==> config.mk <==
export PLATFORM = sky130hd
export DESIGN_NAME = joy_db15_responder
export DESIGN_NICKNAME = d
export VERILOG_FILES = /design/src/rtl/joy_db15_pkg.sv /design/src/rtl/joy_db15_sync.sv /design/src/rtl/joy_db15_responder.sv
export SDC_FILE = /design/constraint.sdc
export NUM_CORES = 1
export LEC_CHECK = 0
export ABC_AREA = 1
export CORE_UTILIZATION = 47
export DETAILED_ROUTE_END_ITERATION = 10
export GPL_ROUTABILITY_DRIVEN = 0
export PLACE_DENSITY = 0.75
export SYNTH_ARGS = -nofsm -noshare
export SYNTH_HDL_FRONTEND = slang
export SYNTH_HIERARCHICAL = 1
export SYNTH_SLANG_ARGS = --single-unit
==> constraint.sdc <==
create_clock -name clk_sys -period 1.9 [get_ports clk_sys]
set_input_delay 0.19 -clock clk_sys [delete_from_list [all_inputs] [get_ports clk_sys]]
set_output_delay 0.19 -clock clk_sys [all_outputs]
set_load 0.02 [all_outputs]
==> src/rtl/joy_db15_pkg.sv <==
// Shared types and constants for the DB15 serial joystick responder.
package joy_db15_pkg;

  // Button bits per player and full frame length on the wire.
  localparam int unsigned DB15_NBITS      = 12;
  localparam int unsigned DB15_FRAME_BITS = 24;

  // Button bit positions within one player's word (active-high pressed).
  localparam int unsigned BTN_R      = 0;
  localparam int unsigned BTN_L      = 1;
  localparam int unsigned BTN_D      = 2;
  localparam int unsigned BTN_U      = 3;
  localparam int unsigned BTN_A      = 4;
  localparam int unsigned BTN_B      = 5;
  localparam int unsigned BTN_C      = 6;
  localparam int unsigned BTN_X      = 7;
  localparam int unsigned BTN_Y      = 8;
  localparam int unsigned BTN_Z      = 9;
  localparam int unsigned BTN_START  = 10;
  localparam int unsigned BTN_SELECT = 11;

  // Responder frame state.
  typedef enum logic [1:0] {
    IDLE  = 2'd0,
    LOAD  = 2'd1,
    SHIFT = 2'd2,
    DONE  = 2'd3
  } resp_state_t;

endpackage

==> src/rtl/joy_db15_sync.sv <==
// Two-flop synchronizer, optional 3-sample stability filter, rising-edge detect.
// Optional feature: DB15_RESP_DEGLITCH_EN enables the stability filter.
module joy_db15_sync #(
  parameter logic RST_VAL = 1'b0
) (
  input  logic i_clk,
  input  logic i_rst_n,
  input  logic i_async,
  output logic o_level_c,
  output logic o_rise_c
);

  logic r_meta;
  logic r_sync;
  logic r_prev;
  logic w_level;

  // Bring the asynchronous pin into the i_clk domain.
  always_ff @(posedge i_clk or negedge i_rst_n) begin
    if (!i_rst_n) begin
      r_meta <= RST_VAL;
      r_sync <= RST_VAL;
    end else begin
      r_meta <= i_async;
      r_sync <= r_meta;
    end
  end

`ifdef DB15_RESP_DEGLITCH_EN
  logic [1:0] r_hist;
  logic       r_held;
  logic       w_all_eq;

  // Accept a new level only when three consecutive samples agree.
  assign w_all_eq = (r_sync == r_hist[0]) && (r_sync == r_hist[1]);
  assign w_level  = w_all_eq ? r_sync : r_held;

  // Sample history and last accepted level.
  always_ff @(posedge i_clk or negedge i_rst_n) begin
    if (!i_rst_n) begin
      r_hist <= {2{RST_VAL}};
      r_held <= RST_VAL;
    end else begin
      r_hist <= {r_hist[0], r_sync};
      r_held <= w_level;
    end
  end
`else
  assign w_level = r_sync;
`endif

  // Previous conditioned level for edge detection.
  always_ff @(posedge i_clk or negedge i_rst_n) begin
    if (!i_rst_n) begin
      r_prev <= RST_VAL;
    end else begin
      r_prev <= w_level;
    end
  end

  assign o_level_c = w_level;
  assign o_rise_c  = w_level & ~r_prev;

endmodule

==> src/rtl/joy_db15_responder.sv <==
// Device-side DB15 serial joystick responder: captures two players' buttons on
// load, then shifts them out active-low, one bit per received clock edge.
// Optional feature: DB15_RESP_DEGLITCH_EN adds a 3-sample input filter.
module joy_db15_responder
  import joy_db15_pkg::*;
#(
  parameter int unsigned NBITS_PER_PLAYER = DB15_NBITS
) (
  input  logic                        clk_sys,
  input  logic                        reset_n,
  input  logic                        joy_clk_in,
  input  logic                        joy_load_in,
  input  logic [NBITS_PER_PLAYER-1:0] p1_buttons,
  input  logic [NBITS_PER_PLAYER-1:0] p2_buttons,
  output logic                        joy_data_out,
  output logic                        busy,
  output logic                        frame_done,
  output logic                        overrun
);

  localparam int unsigned FRAME_BITS = 2 * NBITS_PER_PLAYER;
  localparam int unsigned CNT_W      = $clog2(FRAME_BITS + 1);
  localparam logic [CNT_W-1:0] CNT_LAST = CNT_W'(FRAME_BITS);

  resp_state_t           r_state;
  resp_state_t           w_state_nxt;
  logic [FRAME_BITS-1:0] r_shreg;
  logic [FRAME_BITS-1:0] w_shreg_nxt;
  logic [CNT_W-1:0]      r_bit_cnt;
  logic [CNT_W-1:0]      w_bit_cnt_nxt;
  logic                  r_overrun;
  logic                  w_overrun_nxt;
  logic                  r_frame_done;
  logic                  w_frame_done_nxt;
  logic                  r_busy;
  logic                  w_busy_nxt;
  logic                  r_data_out;
  logic                  w_data_nxt;

  logic w_clk_lvl;
  logic w_clk_rise;
  logic w_load_lvl;
  logic w_load_rise;
  logic w_unused_sync;

  // Serial clock conditioning; idles low.
  joy_db15_sync #(
    .RST_VAL (1'b0)
  ) u_sync_clk (
    .i_clk     (clk_sys),
    .i_rst_n   (reset_n),
    .i_async   (joy_clk_in),
    .o_level_c (w_clk_lvl),
    .o_rise_c  (w_clk_rise)
  );

  // Load strobe conditioning; active-low, idles high.
  joy_db15_sync #(
    .RST_VAL (1'b1)
  ) u_sync_load (
    .i_clk     (clk_sys),
    .i_rst_n   (reset_n),
    .i_async   (joy_load_in),
    .o_level_c (w_load_lvl),
    .o_rise_c  (w_load_rise)
  );

  // Clock level and load edge are not needed by the frame logic.
  assign w_unused_sync = &{1'b0, w_clk_lvl, w_load_rise};

  // Next-state, shift register, counter and output decode.
  always_comb begin
    w_state_nxt      = r_state;
    w_shreg_nxt      = r_shreg;
    w_bit_cnt_nxt    = r_bit_cnt;
    w_overrun_nxt    = r_overrun;
    w_frame_done_nxt = 1'b0;

    if (!w_load_lvl) begin
      // Transparent parallel load; a coincident clock edge is discarded.
      w_state_nxt   = LOAD;
      w_shreg_nxt   = ~{p2_buttons, p1_buttons};
      w_bit_cnt_nxt = '0;
      w_overrun_nxt = 1'b0;
    end else begin
      unique case (r_state)
        IDLE: begin
          w_state_nxt = IDLE;
        end
        LOAD: begin
          w_state_nxt = SHIFT;
        end
        SHIFT: begin
          if (w_clk_rise) begin
            w_shreg_nxt   = {1'b1, r_shreg[FRAME_BITS-1:1]};
            w_bit_cnt_nxt = r_bit_cnt + CNT_W'(1);
            if (w_bit_cnt_nxt == CNT_LAST) begin
              w_state_nxt      = DONE;
              w_frame_done_nxt = 1'b1;
            end
          end
        end
        DONE: begin
          // Counter holds at its terminal value; extra edges only flag overrun.
          if (w_clk_rise) begin
            w_overrun_nxt = 1'b1;
          end
        end
        default: begin
          w_state_nxt = IDLE;
        end
      endcase
    end

    w_busy_nxt = (w_state_nxt == SHIFT);
    w_data_nxt = ((w_state_nxt == LOAD) || (w_state_nxt == SHIFT)) ? w_shreg_nxt[0] : 1'b1;
  end

  // State, datapath and registered outputs.
  always_ff @(posedge clk_sys or negedge reset_n) begin
    if (!reset_n) begin
      r_state      <= IDLE;
      r_shreg      <= '1;
      r_bit_cnt    <= '0;
      r_overrun    <= 1'b0;
      r_frame_done <= 1'b0;
      r_busy       <= 1'b0;
      r_data_out   <= 1'b1;
    end else begin
      r_state      <= w_state_nxt;
      r_shreg      <= w_shreg_nxt;
      r_bit_cnt    <= w_bit_cnt_nxt;
      r_overrun    <= w_overrun_nxt;
      r_frame_done <= w_frame_done_nxt;
      r_busy       <= w_busy_nxt;
      r_data_out   <= w_data_nxt;
    end
  end

  assign joy_data_out = r_data_out;
  assign busy         = r_busy;
  assign frame_done   = r_frame_done;
  assign overrun      = r_overrun;

endmodule

# Word-level counts from Yosys, hierarchy flattened
# Index checks and enable logic that the tools add are counted.
# word_totals
word_cells	48
output_inout_bits	4
register_bits	40
# classes
mux	18
add_sub_neg	1
n_reduce_logical	4
bitwise	3
n_eq_ne	9
# op_table
operator	n
$mux W24	3
$not A24 Y24	1
$mux W5	3
$mux W1	8
$eq A2 B2 Y1 const B	3
$mux W2	3
$ne A2 B2 Y1 const B	3
$pmux W2 S3	1
$add A5 B1 Y5 const B	1
$eq A5 B5 Y1 const B	1
$eq A2 B1 Y1 const B	2
$reduce_and A2 Y1	2
$logic_not A2 Y1	1
$and A1 B1 Y1	1
$logic_or A1 B1 Y1	1
$not A1 Y1	1

# Depth between registers and ports, before layout
# Gate-level depths: netlist of run 1.
# logic_depth
word_depth	9
depth_mapped	10

# Cells and area by module
# The synthesis of run 1 kept the hierarchy.
# by_module_without_submodules
module	cells_each	area_each_um2	n_inst
joy_db15_responder	161	1661.6	1
joy_db15_sync at u_sync_load	5	88.8	1
joy_db15_sync at u_sync_clk	5	85.1	1

# Worst setup path before layout of run 1
# OpenSTA, ideal clock, no wires.
# synth_timing
path_type	register to register
start	reg r_bit_cnt[0]
end	reg r_data_out (netlist: joy_data_out)
stages_incl_launch_ff	11
path_buffers	0
required_ns	1.813
setup_time_ns	0.087
setup_slack_ns	0.445
arrival_time_ns	1.367
cell_sequence	dfrtp_1 -> ha_1 -> nand3_1 -> nand2_1 -> nand2_1 -> nand3_1 -> nand2_1 -> inv_1 -> ha_1 -> inv_1 -> nand4_1
# synth_between
elab_chain_len	9
word_cells_on_any_way	10
cone_classes	1 x add/sub; 3 x eq/ne; 5 x mux; 1 x reduce/logical
# synth_lines
element	line	source
start: declaration	joy_db15_responder.sv:29	logic [CNT_W-1:0] r_bit_cnt;
start signal: assignment	joy_db15_responder.sv:132	r_bit_cnt <= w_bit_cnt_nxt;
$add A5 B1 Y5 *	joy_db15_responder.sv:96	w_bit_cnt_nxt = r_bit_cnt + CNT_W'(1);
$eq A5 B5 Y1 *	joy_db15_responder.sv:97	if (w_bit_cnt_nxt == CNT_LAST) begin
$mux W2 *	joy_db15_responder.sv:97	
$mux W2 *	joy_db15_responder.sv:94	if (w_clk_rise) begin
$pmux W2 S3 *	joy_db15_responder.sv:86	unique case (r_state)
$mux W2 *	joy_db15_responder.sv:79	if (!w_load_lvl) begin
via w_state_nxt[0]	joy_db15_responder.sv:26	resp_state_t w_state_nxt;
$eq A2 B1 Y1 / $eq A2 B2 Y1 (equally long branches)	joy_db15_responder.sv:116	w_data_nxt = ((w_state_nxt == LOAD) || (w_state_nxt == SHIFT)) ? w_shreg_nxt[0] : 1'b1;
$logic_or A1 B1 Y1 *	joy_db15_responder.sv:116	
$mux W1 *	joy_db15_responder.sv:116	
via w_data_nxt	joy_db15_responder.sv:38	logic w_data_nxt;
end signal: assignment	joy_db15_responder.sv:136	r_data_out <= w_data_nxt;
end: declaration	joy_db15_responder.sv:37	logic r_data_out;
# The timed path passes the listed nets; every way through them passes the cells marked *.
# A chain may end at the register's enable or synchronous reset.

# Final worst setup path of run 1
# Ends and elaborated chain as after synthesis.

==> results of run 1 <==
state kept, by name, summed over array words and instances (netlist names):
name / flops
joy_data_out: 1
u_sync_clk/r_prev: 1
u_sync_load/r_meta: 1
r_bit_cnt: 5
r_shreg: 24
frame_done: 1
overrun: 1
u_sync_clk/r_meta: 1
u_sync_load/o_level_c: 1
r_state: 2
u_sync_clk/o_level_c: 1
busy: 1
how the worst min path moves through the flow:
stage	to	slack, ns
after floorplan	busy	-0.11
after global placement	u_sync_clk/r_meta	0.17
after detailed placement	u_sync_clk/r_meta	0.18
after CTS	u_sync_load/r_meta	0.30
after global routing	u_sync_load/r_meta	0.30
final	u_sync_load/r_meta	0.31
layout make-up:
class	instances	area share (%)
flip-flops and latches	40	46.1
multi-input cells	111	29.1
repair buffers	35	15.1
clock buffers	6	3.24
well taps	48	2.68
inverters	10	2.23
clock inverters	2	1.56
per-layer routing:
metal	GRT usage (%)	up-vias
li1	-	628
met1	21.1	608
met2	32.2	28
met3	4.29	2
met4	6.82	0
met5	0	-
report_power, final:
group          switching [uW]  internal (uW)
combinational             109            119
sequential               50.5            966
clock                     273            390
timing repair:
item | in CTS | in global routing
buffers inserted | 0 | 0
hold endpoints to repair | 13 | 0
hold buffers | 1 | 0
setup endpoints to repair | 0 | 0
per-stage QoR:
step	cells	utilization, %
final	252	61.2
after CTS	252	61.2
after global routing	252	61.2
after floorplan	168	-
after detailed placement	243	58.0
after global placement	243	58.0
critical path, stage by stage (launching register included):
cell and delay, ns:
dfrtp_1 0.42, ha_1 0.26, nand3_1 0.09, nand2_1 0.05
nand2_1 0.08, nand3_1 0.09, nand2_1 0.09, inv_1 0.05
ha_1 0.26, inv_1 0.05, nand4_1 0.10
==> flow_summary.yaml, run 1 <==
status:
  status: "finished clean"
floorplan:
  num_rows: 22
  core_mm2: 0.00366
  initial_core_util_pct: 49.1
  dieArea_mm2: 0.00408
  ios: 32
  dieWidth_um: 63.9
  die_h_um: 63.9
route:
  wire_per_inst_um: 13.0
  wl_met3_um: 126
  drt-total-wl_mm: 3.28
  vias: 1266
  drc: 0
  first_iter_violations: 45
  wl_met1_mm: 1.37
  ant_nets: 0
  route.met2.wl_mm: 1.77
  dr.pass1.iters: 4
  routed_via_density: 5.02
  top_layer_used: "met4"
setup_path:
  reg2reg_from: "r_bit_cnt[0]"
  cp.required_ns: 2.10
  crit_fanout: 5
  crit_path_end_kind: "flip-flop"
  startpoint_type: "flip-flop"
  worstPathArrival_ns: 1.83
  startpoint: "r_bit_cnt[0]"
  critPathCapture: "joy_data_out"
  setup.reg_to_reg.worst_slack_ns: 0.28
  rr_endpoint: "joy_data_out"
  r2r_cells: 10
  crit_type: "flip-flop to flip-flop"
timing:
  timing.setup.tns_ns: 0
  setup_viol: 0
  hold_viol: 0
  slew_headroom_pct: 61.6
  hold_ws_ns: 0.309
  drv_slew: 0
  fin_crit_ns: 1.62
  min_period_over_period_pct: 85.4
  layout_setup_ws_ns: 0.277
  clock.fmax_mhz: 616
  skew_ns: 0.00794
  worst_pin_slew_ns: 0.575
  rsz0062_at_grt: "no"
clock_tree:
  h-tree-depth: 2
  tritoncts: "done"
  clock_sinks: 40
  cts_buffers: 5
  insertion_delay_ns: 0.29
  path_clk_slew_ns: 0.08
  cts_max_path_buffers: 2
  root_buffer: "clkbuf_8"
  cts_resized: 0
finish:
  stdcell_area_mm2: 0.00224
  multi_input_area_um2: 652
  final_cell_mix: "nand2_1 (60), clkdlybuf4s50_1 (30), dfstp_2 (27)"
  mostFrequentLayoutCell: "nand2_1"
  drive_above_1_share_pct: 30.4
  num-nets-final: 233
  seqCellArea_mm2: 0.00103
  nFillCells: 306
  area_growth_pct: 24.6
  antenna_cells: 0
synth:
  syn_inst: 168
  syn_nets: 198
  netlist_area_mm2: 0.00180
  synth.avg_cell_area_um2: 10.7
  yosysWarnings: 6
place:
  placed_area_mm2: 0.00212
  place_hpwl_mm: 2.32
  io_buffer_count: 31
  place_ws_ns: 0.310
power:
  finalPower_uw: 1910
  p_per_area_mw_per_mm2: 851
  peakVddDrop_mv: 0.479
  p_leak_uw: 0.000922
global_route:
  antenna_found_initial: 0
  grt_max_degree: 28
  grt_usage_pct: 18.2
  grt-ovfl-total: 0
  grt_pass1_wl_mm: 5.57
  grt_pass1_vias: 1313
min_path:
  hold_path.class: "input pin to flip-flop"
  whs_path_depth: 1
  min_from: "joy_load_in"
run:
  cap_violations: 0
Note: power is estimated with default switching activity, not from simulation.
==> inputs of run 2 (changes only) <==
SYNTH_HIERARCHICAL = default   (was 1)
TNS_END_PERCENT = 10   (was default)
==> run 2 against run 1 <==
Against the previous run: sequential power is essentially flat; clock-buffer cell count grew 2; cell count grew 11%; combinational power is essentially flat; clock power shrank 14%; synthesized cell count grew 17%; cell area grew 5.2%.
==> flow_summary.yaml, run 2 <==
setup_path:
  crit_type: "flip-flop to primary output"
  worstPathArrival_ns: 1.40
  crit_path_end_kind: "primary output"
  critical-path-max-stage-delay_ns: 0.59
  cp_slowest_cell: "clkdlybuf4s50_1"
  critPathTopFamily: "buffers and inverters"
  reg2reg_from: "r_bit_cnt[0]"
  crit_chain: "clkdlybuf4s50_1"
  startpoint_type: "flip-flop"
  cp.required_ns: 1.71
  worst-path-stages: 1
  r2r_cells: 9
  crit_fanout: 1
  path_buf_inv: 1
  startpoint: "joy_data_out"
synth:
  syn_nets: 226
  synth.most_common_cell: "nand2_1"
  netlist_area_mm2: 0.00194
  synth-edff-count: 0
  synthTopCellsByCount: "nand2_1 (41), dfstp_2 (27), or2_2 (23)"
  yosysTopAreaCellShare_pct: 36.7
  yosys.cell_types.count: 27
  synthFlopType: "dfstp_2"
  synth.area.top_cells: "dfstp_2 (37%), dfrtp_1 (17%), nand2_1 (8.0%)"
  yosysSeqAreaShare_pct: 53.5
  synth.avg_cell_area_um2: 9.88
  ys_seq_elements: 40
  synth-async-reset-ratio_pct: 100
  yosysWarnings: 0
  synth_largest_area_cell: "dfstp_2"
  syn_inst: 196
route:
  dr.pass1.iters: 4
  drt-total-wl_mm: 3.28
  routed_via_density: 4.74
  vias: 1326
  drc: 0
  wire_per_inst_um: 11.7
  ant_nets: 0
  first_iter_violations: 73
floorplan:
  ios: 32
  die_h_um: 66.2
  core_mm2: 0.00380
  num_rows: 22
  dieArea_mm2: 0.00438
  initial_core_util_pct: 51.0
  dieWidth_um: 66.2
timing:
  hold_ws_ns: 0.300
  setup_viol: 0
  worst_pin_slew_ns: 0.702
  slew_headroom_pct: 53.2
  rsz0062_at_grt: "no"
  skew_ns: 0.00340
  min_period_over_period_pct: 83.7
  layout_setup_ws_ns: 0.310
  timing.setup.tns_ns: 0
  fin_crit_ns: 1.59
  drv_slew: 0
  clock.fmax_mhz: 629
  hold_viol: 0
clock_tree:
  path_clk_slew_ns: 0.07
  cts_max_path_buffers: 2
  cts_buffers: 5
  tritoncts: "done"
  h-tree-depth: 2
  insertion_delay_ns: 0.29
  clock_sinks: 40
  cts_resized: 0
  root_buffer: "clkbuf_8"
global_route:
  grt-ovfl-total: 0
  grt_max_degree: 34
  grt_pass1_vias: 1245
  grt_usage_pct: 17.7
  antenna_found_initial: 0
  grt_pass1_wl_mm: 5.62
power:
  peakVddDrop_mv: 0.474
  p_per_area_mw_per_mm2: 764
  power_frac_comb_pct: 12.7
  p_leak_uw: 0.00107
  switchingPower_uw: 427
  finalPower_uw: 1800
  p_int_uw: 1370
  p_clk_share_pct: 31.8
  p_sw_share_pct: 23.7
  power_frac_seq_pct: 55.4
min_path:
  hold_path.class: "input pin to flip-flop"
  min_from: "joy_load_in"
  whs_path_depth: 1
finish:
  largest_register_ffs: 24
  area_growth_pct: 21.8
  mostFrequentLayoutCell: "nand2_1"
  final_cell_mix: "nand2_1 (41), clkdlybuf4s50_1 (30), dfstp_2 (27)"
  antenna_cells: 0
  regMostFlops: "r_shreg"
  num-nets-final: 261
  fin_cells: 280
  drive_above_1_share_pct: 40.9
  largest_registers: "r_shreg (24), r_bit_cnt (5), r_state (2)"
place:
  place_hpwl_mm: 2.19
  io_buffer_count: 31
  place_inst: 271
  place_ws_ns: 0.382
status:
  status: "finished clean"
run:
  cap_violations: 0
[run 2: power groups by stage]
| stage | sequential [uW] | combinational [uW] | clock [uW] |
|---|---|---|---|
| 3_3_place_gp | 1010 | 229 | 0 |
| 5_1_grt | 1010 | 258 | 631 |
| 6_report | 998 | 229 | 573 |
| 2_1_floorplan | 1010 | 131 | 0 |
| 3_5_place_dp | 1010 | 232 | 0 |
| 4_1_cts | 999 | 235 | 592 |
[run 2: worst paths after layout]
path                                        end  slack, ns
hold reg to reg            u_sync_clk.o_level_c       0.35
setup / recovery                   joy_data_out       0.31
max in group asynchronous            r_shreg[6]       0.75
hold / removal               u_sync_load.r_meta       0.30
min in group asynchronous               overrun       0.48
setup reg to reg                   joy_data_out       0.38
[run 2: layout make-up]
| type | count | area (um2) |
|---|---|---|
| tap | 48 | 60.1 |
| clock buffer | 8 | 90.1 |
| timing repair buffer | 34 | 330 |
| inverter | 15 | 58.8 |
| multi-input combinational | 135 | 785 |
| sequential | 40 | 1030 |
| fill | 353 | 1440 |
[run 2: per-stage QoR]
stage          utilization [%]  cell area (um2)
5_1_grt                   62.1             2360
6_report                  62.1             2360
3_3_place_gp              59.5             2260
4_1_cts                   62.1             2360
2_1_floorplan                -             1940
3_5_place_dp              59.5             2260
[run 2: what timing repair did]
action                    4_1_cts  5_1_grt
hold endpoints to repair       13        0
hold buffers                    1        0
buffers inserted                0        0
[run 2: layer usage]
metal | vias up | GRT usage, % | wire length, um
met5 | - | 0 | 0
met3 | 7 | 4.14 | 120
met4 | 0 | 7.98 | 60
met2 | 25 | 27.3 | 1510
li1 | 685 | - | -
met1 | 609 | 23.5 | 1580
[run 2: cell families after synthesis]
family,Yosys count,synth area share [%]
buffers and inverters,21,6.01
and+or+nand+nor,124,36.5
AOI/OAI and AO/OA,9,2.71
adders and majority gates,2,1.29
DFF,40,53.5
==> inputs of run 3 (changes only) <==
PLACE_DENSITY = 0.78   (was 0.75)
clock period = 1.4 ns   (was 1.9 ns; I/O delays follow)
==> run 3 against run 2 <==
Against the previous run: the flow now finishes with violations (setup timing); die area unchanged; cell area up 4.9%; sequential power up 35%; first-iteration DRC count down 26%; combinational power up 45%; clock power up 61%; critical path depth up 8; non-clock buffer count up 7; critical endpoint is now joy_data_out; largest cell class unchanged; highest routed layer unchanged.
==> flow_summary.yaml, run 3 (synthesis gave the netlist of run 2 again) <==
route:
  drt-total-wl_mm: 3.40
  ant_nets: 0
  vias: 1365
  first_iter_violations: 54
  drc: 0
  wire_per_inst_um: 11.8
  routed_via_density: 4.76
  dr.pass1.iters: 4
setup_path:
  cp.required_ns: 1.59
  startpoint_type: "flip-flop"
  worstPathArrival_ns: 1.65
  crit_path_end_kind: "flip-flop"
  crit_fanout: 3
  crit_type: "flip-flop to flip-flop"
clock_tree:
  post_cts_buffers: 0
  root_buffer: "clkbuf_8"
  clock_sinks: 40
  tritoncts: "done"
  insertion_delay_ns: 0.29
  cts_buffers: 5
  cts_max_path_buffers: 2
  path_clk_slew_ns: 0.08
  h-tree-depth: 2
timing:
  skew_ns: 0.00816
  drv_slew: 0
  clock.fmax_mhz: 688
  min_period_over_period_pct: 104
  fin_crit_ns: 1.45
  layout_setup_ws_ns: -0.0543
  slew_headroom_pct: 68.2
  hold_viol: 0
  setup_viol: 1
  worst_pin_slew_ns: 0.478
  timing.setup.tns_ns: -0.0543
  rsz0062_at_grt: "yes"
floorplan:
  ios: 32
  dieArea_mm2: 0.00438
  core_mm2: 0.00380
  initial_core_util_pct: 51.0
  die_h_um: 66.2
  num_rows: 22
  dieWidth_um: 66.2
global_route:
  grt-ovfl-total: 0
  grt_pass1_wl_mm: 5.93
  grt_usage_pct: 18.2
  antenna_found_initial: 0
  grt_max_degree: 41
  grt_pass1_vias: 1332
power:
  p_clk_share_pct: 35.4
  p_leak_uw: 0.00114
  switchingPower_uw: 603
  p_per_area_mw_per_mm2: 1050
  p_int_uw: 2000
  power_frac_comb_pct: 12.8
  power_frac_seq_pct: 51.9
  finalPower_uw: 2600
  peakVddDrop_mv: 0.626
  p_sw_share_pct: 23.1
status:
  violations: "setup timing"
  status: "finished with violations"
run:
  cap_violations: 0
finish:
  mostFrequentLayoutCell: "nand2_1"
  drive_above_1_share_pct: 45.6
  largest_registers: "r_shreg (24), r_bit_cnt (5), r_state (2)"
  final_cell_mix: "nand2_1 (38), clkdlybuf4s50_1 (28), dfstp_2 (27)"
  largest_register_ffs: 24
  antenna_cells: 0
  area_growth_pct: 27.8
  regMostFlops: "r_shreg"
  num-nets-final: 268
min_path:
  hold_path.class: "input pin to flip-flop"
place:
  io_buffer_count: 31
  place_hpwl_mm: 2.35
run 3: cell types whose count changed in the layout (fill, tap and decap cells not counted), sizes merged:
cell,delta
dlygate4sd2,+1
dlymetal6s2s,+1
clkdlybuf4s50,-2
bufinv,+1
buf,+7
clkinv,+1
clkbuf,-3
clkinvlp,+1
run 3: worst max-delay path, cell delays in order (launching register included):
cell and delay (ns):
dfrtp_1 0.36, ha_2 0.20, nand3_2 0.08, nand2_2 0.07, nand2_2 0.05, nor2_1 0.08
a21oi_1 0.07, ha_1 0.27, inv_1 0.07, nand4_1 0.12
run 3: power groups by stage:
stage	sequential, uW	clock, uW	combinational [uW]
CTS	1350	939	338
detailed placement	1370	0	339
global placement	1370	0	330
floorplan	1370	0	178
finish	1350	921	332
global route	1370	1000	367
run 3: metrics by stage:
stage          utilization [%]  instances  instance area, um2  hold slack [ns]  setup slack, ns
2_1_floorplan                -        196                1940           -0.156           0.0134
3_3_place_gp              61.6        278                2340            0.218           0.0378
3_5_place_dp              61.6        278                2340            0.223          -0.0312
4_1_cts                   64.7        287                2460            0.252          -0.0479
5_1_grt                   65.1        287                2470            0.252           -0.169
6_report                  65.1        287                2470            0.254          -0.0543
run 3: per-layer routing:
| metal | vias up | track usage [%] | wire length [um] |
|---|---|---|---|
| met1 | 633 | 25.2 | 1680 |
| met5 | - | 0 | 0 |
| li1 | 707 | - | - |
| met4 | 0 | 5.59 | 19 |
| met3 | 2 | 4.31 | 120 |
| met2 | 23 | 28.2 | 1580 |
run 3: repair_timing:
item / in CTS / in global routing
hold buffers: 1 / 0
pin swaps: 0 / 1
resized for setup: 1 / 5
endpoints found under the hold margin: 13 / 0
endpoints found under the setup margin: 2 / 4
cloned: 0 / 0
run 3: cell type report:
type	instances	area, um2
repair buffers	41	409
flip-flops and latches	40	1030
well taps	48	60.1
multi-input cells	135	800
clock inverters	3	42.5
fillers	303	1330
inverters	15	58.8
clock buffers	5	68.8
run 3: final timing paths:
| path | start | endpoint | slack [ns] | depth (start not counted) |
|---|---|---|---|---|
| setup / recovery | r_bit_cnt[1] | joy_data_out | -0.05 | 9 |
| hold / removal | joy_load_in | u_sync_load.r_meta | 0.25 | 1 |
| setup reg to reg | r_bit_cnt[1] | joy_data_out | -0.05 | 9 |
| hold reg to reg | u_sync_clk.r_meta | u_sync_clk.o_level_c | 0.35 | 0 |
| max in group asynchronous | reset_n | r_shreg[22] | 0.60 | 3 |
| min in group asynchronous | reset_n | u_sync_clk.r_meta | 0.43 | 3 |
